[src/rtl/sdrd_deserializer_pkg.sv]
// Shared types and helpers for the SDRD serial-read deserializer.
package sdrd_deserializer_pkg;
  typedef enum logic [1:0] {
    IDLE   = 2'd0,
    SHIFT  = 2'd1,
    PARITY = 2'd2
  } state_e;

  localparam int FRAME_BITS = 8;

  // 1 when data plus parity bit has odd weight, i.e. the frame is good
  function automatic logic odd_par_ok(input logic [FRAME_BITS-1:0] d, input logic p);
    return ^{d, p};
  endfunction
endpackage

[src/rtl/sdrd_rx_fifo.sv]
// Small DEPTH x W output FIFO; head is presented combinationally, 0 when empty.
module sdrd_rx_fifo #(
  parameter int DEPTH = 2,
  parameter int W     = 8
) (
  input  logic         clk,
  input  logic         rst_n,
  input  logic         i_push,
  input  logic [W-1:0] i_din,
  input  logic         i_pop,
  output logic [W-1:0] o_dout,
  output logic         o_full,
  output logic         o_empty
);
  localparam int PW = (DEPTH > 1) ? $clog2(DEPTH) : 1;
  localparam int CW = $clog2(DEPTH + 1);

  logic [W-1:0]  r_mem [DEPTH];
  logic [PW-1:0] r_wr, r_rd;
  logic [CW-1:0] r_cnt;
  logic          w_push, w_pop;

  function automatic logic [PW-1:0] nxt(input logic [PW-1:0] p);
    return (p == PW'(DEPTH - 1)) ? '0 : p + 1'b1;
  endfunction

  assign o_full  = (r_cnt == CW'(DEPTH));
  assign o_empty = (r_cnt == '0);
  // pop on empty is ignored; a pop frees a slot for a same-cycle push when full
  assign w_pop   = i_pop & ~o_empty;
  assign w_push  = i_push & (~o_full | w_pop);
  assign o_dout  = o_empty ? '0 : r_mem[r_rd];

  // storage, pointers and occupancy
  always_ff @(posedge clk or negedge rst_n) begin
    if (!rst_n) begin
      for (int i = 0; i < DEPTH; i++) r_mem[i] <= '0;
      r_wr  <= '0;
      r_rd  <= '0;
      r_cnt <= '0;
    end else begin
      if (w_push) begin
        r_mem[r_wr] <= i_din;
        r_wr        <= nxt(r_wr);
      end
      if (w_pop) r_rd <= nxt(r_rd);
      r_cnt <= r_cnt + CW'(w_push) - CW'(w_pop);
    end
  end
endmodule

[src/rtl/sdrd_deserializer.sv]
// Deserializes start/8-bit MSB-first/odd-parity frames sampled only in the
// serial read window, and buffers completed bytes for a ready/valid consumer.
module sdrd_deserializer
  import sdrd_deserializer_pkg::*;
#(
  parameter int GAP_MAX = 15,
  parameter int DEPTH   = 2
) (
  input  logic       clk,
  input  logic       rst_n,
  input  logic       SSER,
  input  logic       BA13,
  input  logic       BA12,
  input  logic       BR_W,
  input  logic       SD_EN,
  input  logic       SDRD,
  output logic [7:0] rx_data,
  output logic       rx_valid,
  input  logic       rx_ready,
  output logic       parity_err,
  output logic       overrun,
  output logic       abort,
  input  logic       err_clr,
  output logic       busy
);
  localparam int GW = $clog2(GAP_MAX + 1);
  localparam int CW = $clog2(FRAME_BITS + 1);

  state_e                r_state, w_next;
  logic [FRAME_BITS-1:0] r_shift;
  logic [CW-1:0]         r_cnt;
  logic [GW-1:0]         r_gap;
  logic                  r_perr, r_ovr, r_abort;
  logic                  w_win, w_timeout, w_last_bit;
  logic                  w_push, w_pop, w_full, w_empty, w_perr_set, w_ovr_set;

  assign w_win      = ~SSER & ~BA13 & BA12 & BR_W & SD_EN;
  assign w_last_bit = (r_cnt == CW'(FRAME_BITS - 1));
  assign w_timeout  = (r_state != IDLE) & ~w_win & (r_gap == GW'(GAP_MAX - 1));
  assign w_pop      = rx_ready & rx_valid;

  // state register
  always_ff @(posedge clk or negedge rst_n) begin
    if (!rst_n) r_state <= IDLE;
    else        r_state <= w_next;
  end

  // next-state: advance on bit cycles, bail to IDLE on gap timeout
  always_comb begin
    w_next = r_state;
    case (r_state)
      IDLE:    if (w_win & ~SDRD) w_next = SHIFT;
      SHIFT:   if (w_timeout) w_next = IDLE;
               else if (w_win & w_last_bit) w_next = PARITY;
      PARITY:  if (w_timeout | w_win) w_next = IDLE;
      default: w_next = IDLE;
    endcase
  end

  // outputs: busy, buffer push on the parity bit cycle, error set strobes
  always_comb begin
    busy       = (r_state != IDLE);
    w_push     = (r_state == PARITY) & w_win;
    w_perr_set = w_push & ~odd_par_ok(r_shift, SDRD);
    w_ovr_set  = w_push & w_full & ~w_pop;
  end

  // shift register, bit counter and gap counter
  always_ff @(posedge clk or negedge rst_n) begin
    if (!rst_n) begin
      r_shift <= '0;
      r_cnt   <= '0;
      r_gap   <= '0;
    end else if (r_state == IDLE) begin
      r_shift <= '0;
      r_cnt   <= '0;
      r_gap   <= '0;
    end else if (w_win) begin
      r_gap <= '0;
      if (r_state == SHIFT) begin
        r_shift <= {r_shift[FRAME_BITS-2:0], SDRD};
        r_cnt   <= r_cnt + 1'b1;
      end
    end else begin
      r_gap <= r_gap + 1'b1;
    end
  end

  // sticky error flags (a new error beats err_clr) and the abort pulse
  always_ff @(posedge clk or negedge rst_n) begin
    if (!rst_n) begin
      r_perr  <= 1'b0;
      r_ovr   <= 1'b0;
      r_abort <= 1'b0;
    end else begin
      r_perr  <= w_perr_set | (r_perr & ~err_clr);
      r_ovr   <= w_ovr_set  | (r_ovr  & ~err_clr);
      r_abort <= w_timeout;
    end
  end

  assign parity_err = r_perr;
  assign overrun    = r_ovr;
  assign abort      = r_abort;
  assign rx_valid   = ~w_empty;

  sdrd_rx_fifo #(.DEPTH(DEPTH), .W(FRAME_BITS)) u_fifo (
    .clk     (clk),
    .rst_n   (rst_n),
    .i_push  (w_push),
    .i_din   (r_shift),
    .i_pop   (w_pop),
    .o_dout  (rx_data),
    .o_full  (w_full),
    .o_empty (w_empty)
  );
endmodule
[config.mk]
export PLATFORM = sky130hd
export DESIGN_NAME = sdrd_deserializer
export DESIGN_NICKNAME = d
export VERILOG_FILES = /design/src/rtl/sdrd_deserializer_pkg.sv /design/src/rtl/sdrd_rx_fifo.sv /design/src/rtl/sdrd_deserializer.sv
export SDC_FILE = /design/constraint.sdc
export NUM_CORES = 1
export LEC_CHECK = 0
export CAP_MARGIN = 40
export CORE_ASPECT_RATIO = 0.9
export CORE_UTILIZATION = 40
export DETAILED_ROUTE_END_ITERATION = 16
export HOLD_SLACK_MARGIN = 0.1
export PLACE_DENSITY = 0.7
export SYNTH_ARGS = -nofsm -noshare
export SYNTH_HDL_FRONTEND = slang
export SYNTH_SLANG_ARGS = --single-unit
[constraint.sdc]
create_clock -name clk -period 1.6 [get_ports clk]
set_input_delay 0.32 -clock clk [delete_from_list [all_inputs] [get_ports clk]]
set_output_delay 0.32 -clock clk [all_outputs]
set_load 0.01 [all_outputs]
; ---- Yosys cells after proc, flatten, opt, wreduce, memory -nomap -nowiden
; Index checks and enable logic that the tools add are counted.
; Widths: inputs -> output; s select.
[word_totals]
output_inout_bits = 13
regBits = 41
wordCells = 92
[classes]
mux = 22
reduce_logical = 9
n_bitwise = 32
add_sub_neg = 6
magnitude_cmp = 3
n_eq_ne = 8
[op_table]
columns = operator, count
row1 = $mux 8, 8
row2 = $mux 4, 5
row3 = $and 1x1->1, 17
row4 = $bwmux 16, 1
row5 = $not 1->1, 9
row6 = $reduce_xor 9->1, 1
row7 = $add 4x1->4 const B, 2
row8 = $demux 8 s1, 1
row9 = $mux 2, 4
row10 = $pmux 2 s3, 1
row11 = $reduce_bool 2->1, 3
row12 = $eq 2x2->1 const B, 2
row13 = $eq 4x3->1 const B, 1
row14 = $eq 4x4->1 const B, 1
row15 = $ge 2x2->1 const B, 2
row16 = $logic_not 2->1, 2
row17 = $ne 2x2->1 const B, 2
row18 = $not 1->2, 2
row19 = $or 1x1->1, 4
row20 = $ne 3x3->1 const B, 1
row21 = $reduce_and 3->1, 1
row22 = $add 1x1->1 const B, 2
row23 = $add 2x1->2, 1
row24 = $eq 2x1->1 const B, 1
row25 = other kinds (5), 6

; ---- Logic depth before layout (Yosys ltp)
[logic_depth]
ltp_word = 11
mapped_depth = 7
ltp_nobuf = 7

; ---- Modules after synthesis
; From an unflattened synthesis, not the netlist that was laid out.
[hier_totals]
hier_cells = 161
area_unflattened_um2 = 2016.9
[by_module_without_submodules]
columns = module, cells_each, area_per_inst_um2, n_inst
row1 = sdrd_deserializer, 89, 1073.5, 1
row2 = sdrd_rx_fifo, 72, 943.4, 1

; ---- Worst setup path after synthesis
; No wires, ideal clock.
[synth_path]
path_kind = register -> register
from = register u_fifo.r_cnt[1]
to = register u_fifo.r_cnt[1]
n_path_buf = 0
path_slack_ps = -136
t_arrival_ps = 1613
stages_incl_launch_ff = 8
cell_sequence = dfrtp_1 nor2_1 nor2b_1 ha_1 inv_1 ha_1 xnor2_1 xnor2_1
[synth_via]
elab_chain_cells = 8
word_cells_on_any_way = 10
classes_between = add/sub (2) / eq/ne (1) / bitwise (6) / reduce/logical (1)
[synth_rtl]
columns = element, line
row1 = start: declaration, sdrd_rx_fifo.sv:20  ; logic [CW-1:0] r_cnt;
row2 = start signal: assignment, sdrd_rx_fifo.sv:47  ; r_cnt <= r_cnt + CW'(w_push) - CW'(w_pop);
row3 = $logic_not 2->1 (*), sdrd_rx_fifo.sv:28  ; assign o_empty = (r_cnt == '0);
row4 = $not 1->1 (*), "sdrd_rx_fifo.sv:30, sdrd_deserializer.sv:105"
row5 = $and 1x1->1, sdrd_deserializer.sv:40  ; assign w_pop = rx_ready & rx_valid;
row6 = $and 1x1->1 (*), sdrd_rx_fifo.sv:30  ; assign w_pop = i_pop & ~o_empty;
row7 = net u_fifo.w_pop, sdrd_rx_fifo.sv:21  ; logic w_push, w_pop;
row8 = $or 1x1->1, sdrd_rx_fifo.sv:31  ; assign w_push = i_push & (~o_full | w_pop);
row9 = $and 1x1->1, sdrd_rx_fifo.sv:31
row10 = $add 2x1->2, sdrd_rx_fifo.sv:47
row11 = $sub 2x1->2 (*), sdrd_rx_fifo.sv:47
; The timed path passes the listed nets; every way through them passes the cells marked *.
; A chain may end at the register's enable or synchronous reset.

; ---- Worst setup path in the final report
[layout_path]
from = register u_fifo.r_cnt[1]
to = output port rx_data[7]
[layout_via]
elab_chain_cells = 2
[layout_rtl]
columns = element, line
row1 = $logic_not 2->1, sdrd_rx_fifo.sv:28
row2 = $mux 8, sdrd_rx_fifo.sv:32  ; assign o_dout = o_empty ? '0 : r_mem[r_rd];
row3 = end: declaration, sdrd_deserializer.sv:17  ; output logic [7:0] rx_data,
; No other way between the ends.

==> metrics <==
outcome=finished, violations left; failing checks=setup timing; # DRC=0; # IOs=23; vias in the first global route=1,558; Antenna Nets Post-Route=0; Startpoint Class=flop; top_reg_cell synth=dfrtp_1; clk sinks=41; Root Buffer=clkbuf_8; Max Cap Violations=0; grt total ovfl=0; I/O Buffers=22; delay of the slowest cell on the worst path=0.39 ns; drt wl/cell=14.8 um; Crit path top cell by count=buf_6; Crit. End Element=output pin; DR pass1 iterations=4; most common cell after layout, fill and taps aside=dfrtp_1; Layout Nets=248; Clock Latency Late Sink=0.30 ns; GPL Wtd Cong=0.791; CP Max Fanout=4; number of diodes=0; worst min path class=reg2reg; Final setup viols=20; sequential area share after synthesis=between 40% and 50%; WP buf/inv=4; net switching power=852 uW; global-route wire length before repair=approximately 7.5 mm; met1 WL=2.19 mm; DIE AREA=approximately 0.0056 mm2; Initial Utilization=42.6%; syn nets=186; largest net degree at the start of global routing=23; clk slew on worst S/H paths=approximately 0.080 ns; logic gate share of total power=31.7%; fmax=597 MHz; Fin. Hold Viols=0; Static Leak=0.00141 uW; total power=2970 uW; met3 routed WL=around 110 um; Final Core Density=59.3%; CP max-delay cell=dfrtp_1; worst-path cell chain=buf_6 > nor2_4 > buf_6 > buf_6 > nor2_1 > buf_2; Cells after DPL=between 200 and 300; Layout Skew=0.0100 ns; post-route minimum period=1.67 ns; GRT Resource Usage Total=17.4%; Vias=around 1,500; DP HPWL=2.97 mm; Vias/cell=5.06; fin area=0.00294 mm2; dpl ws=-0.511 ns; DR top layer=met4; Max Root-Sink Buffers=2; synth unique cells=34; dpl cell area=0.00257 mm2; DIE WIDTH=78.6 um; Netlist Area Pre-Place=0.00211 mm2; share of layout cells above drive strength 1=approximately two fifths; H-tree level count=2; Tcrit/Tclk final=105%; Mapped Avg Cell Area=12.3 um2; RSZ-0062 raised after global routing=true; Switching Share=approximately 29%; Setup CP Type=reg2out; yosys warns=0; Syn Inst Count=about 170; # rows=24; ys async rst share=100%; Max VDD drop=0.639 mV; met2 wire len=just under 2 mm; CP top delay family=buffers and inverters; TritonCTS clock tree=done; #FFs+latches synth=41; slew margin rel.=67.7%; Routed WL=4.41 mm; crit path DAT=1.35 ns; Slew @ Worst Pin=0.484 ns; power density over the cells=1010 mW/mm2; required time worst endpoint=1.28 ns; internal power=approximately 2100 uW; most frequent cells in the layout=dfrtp_1 (40), buf_4 (25), a22o_1 (21); Clk pwr share=28.3%; core area=0.00495 mm2; P&R area growth vs syn=39.2%; Final WS setup=-0.0743 ns; 1st-iter DRT viols=60; total CTS buffers=5; initial antenna violation count=0; final count of pins violating max slew=0; Seq pwr share=roughly 40%; Non-Filler Instances=299; number of synthesized flops with an enable pin=0; chip height=70.9 um
## kinds of logic after synthesis
kind of cell / count (synthesis) / synth area share, %
compound gates: 28 / 11.3
mux: 26 / 14.8
flops: 41 / 48.6
xor+xnor: 13 / 6.05
simple gates: 42 / 12.9
buf+inv: 16 / 3.38
fa+ha+maj: 5 / 2.97
## synthesized netlist by cell type (3+ instances only)
| master | instances | share of area [%] |
|---|---|---|
| nor2_1 | 18 | 3.2 |
| buf_2 | 3 | 0.71 |
| xor2_1 | 4 | 1.7 |
| nand2_1 | 3 | 0.53 |
| clkbuf_1 | 3 | 0.53 |
| mux2_2 | 10 | 5.3 |
| dfrtp_1 | 41 | 49 |
| nand3_1 | 7 | 1.7 |
| mux2i_1 | 8 | 3.8 |
| xnor2_1 | 8 | 3.3 |
| ha_1 | 5 | 3.0 |
| mux2_4 | 8 | 5.7 |
| nor3_1 | 3 | 0.71 |
| a22o_1 | 21 | 8.7 |
| inv_1 | 9 | 1.6 |
## area by class of cell
cell class	count	area, um2
fillers	412	2020
multi-input cells	114	1120
flip-flops and latches	41	1030
repair buffers	62	557
well taps	65	81.3
clock buffers	5	68.8
clock inverters	3	46.3
inverters	9	33.8
## layer usage
layer	up-vias	global-route usage, %
met5	-	0
met4	0	8.23
met3	14	3.87
met2	32	26.2
met1	728	23.8
li1	740	-
## flip-flops by register name (all words and copies together) (netlist names), 2 cells and up
register,flops
r_cnt,4
r_shift,8
r_gap,4
u_fifo.r_cnt,2
r_state,2
u_fifo.r_mem,16
## power groups by stage
| stage | Clock [uW] | Combinational (uW) | Sequential, uW |
|---|---|---|---|
| after floorplan | 0 | 348 | 1190 |
| after global placement | 0 | 529 | 1240 |
| after detailed placement | 0 | 540 | 1250 |
| after CTS | 858 | 842 | 1190 |
| after global routing | 916 | 1030 | 1200 |
| final | 840 | 941 | 1190 |
## what timing repair did
| action | CTS | global route |
|---|---|---|
| gates resized for setup | 49 | 34 |
| gates cloned | 0 | 0 |
| endpoints found under the setup margin | 42 | 28 |
| hold buffers | 1 | 0 |
| buffers inserted | 12 | 5 |
| endpoints found under the hold margin | 19 | 0 |
| pin swaps | 6 | 8 |
## worst paths after layout
path                              endpoint            start  slack (ns)  cells past startpoint
setup / recovery                rx_data[7]  u_fifo.r_cnt[1]       -0.07                      6
hold / removal                    r_gap[0]         r_gap[0]        0.49                      1
setup reg to reg           u_fifo.r_cnt[1]  u_fifo.r_cnt[1]       -0.06                      9
hold reg to reg                   r_gap[0]         r_gap[0]        0.49                      1
max in group asynchronous      u_fifo.r_rd            rst_n        0.60                      3
min in group asynchronous       r_shift[6]            rst_n        0.52                      2
## through the flow
step | hold WS (ns) | setup TNS [ns]
CTS | 0.493 | -0.519
finish | 0.492 | -0.625
global placement | 0.309 | -14.70
global route | 0.516 | -2.24
floorplan | 0.0244 | 0
detailed placement | 0.311 | -15.83
Power figures use the tool's default switching activity.
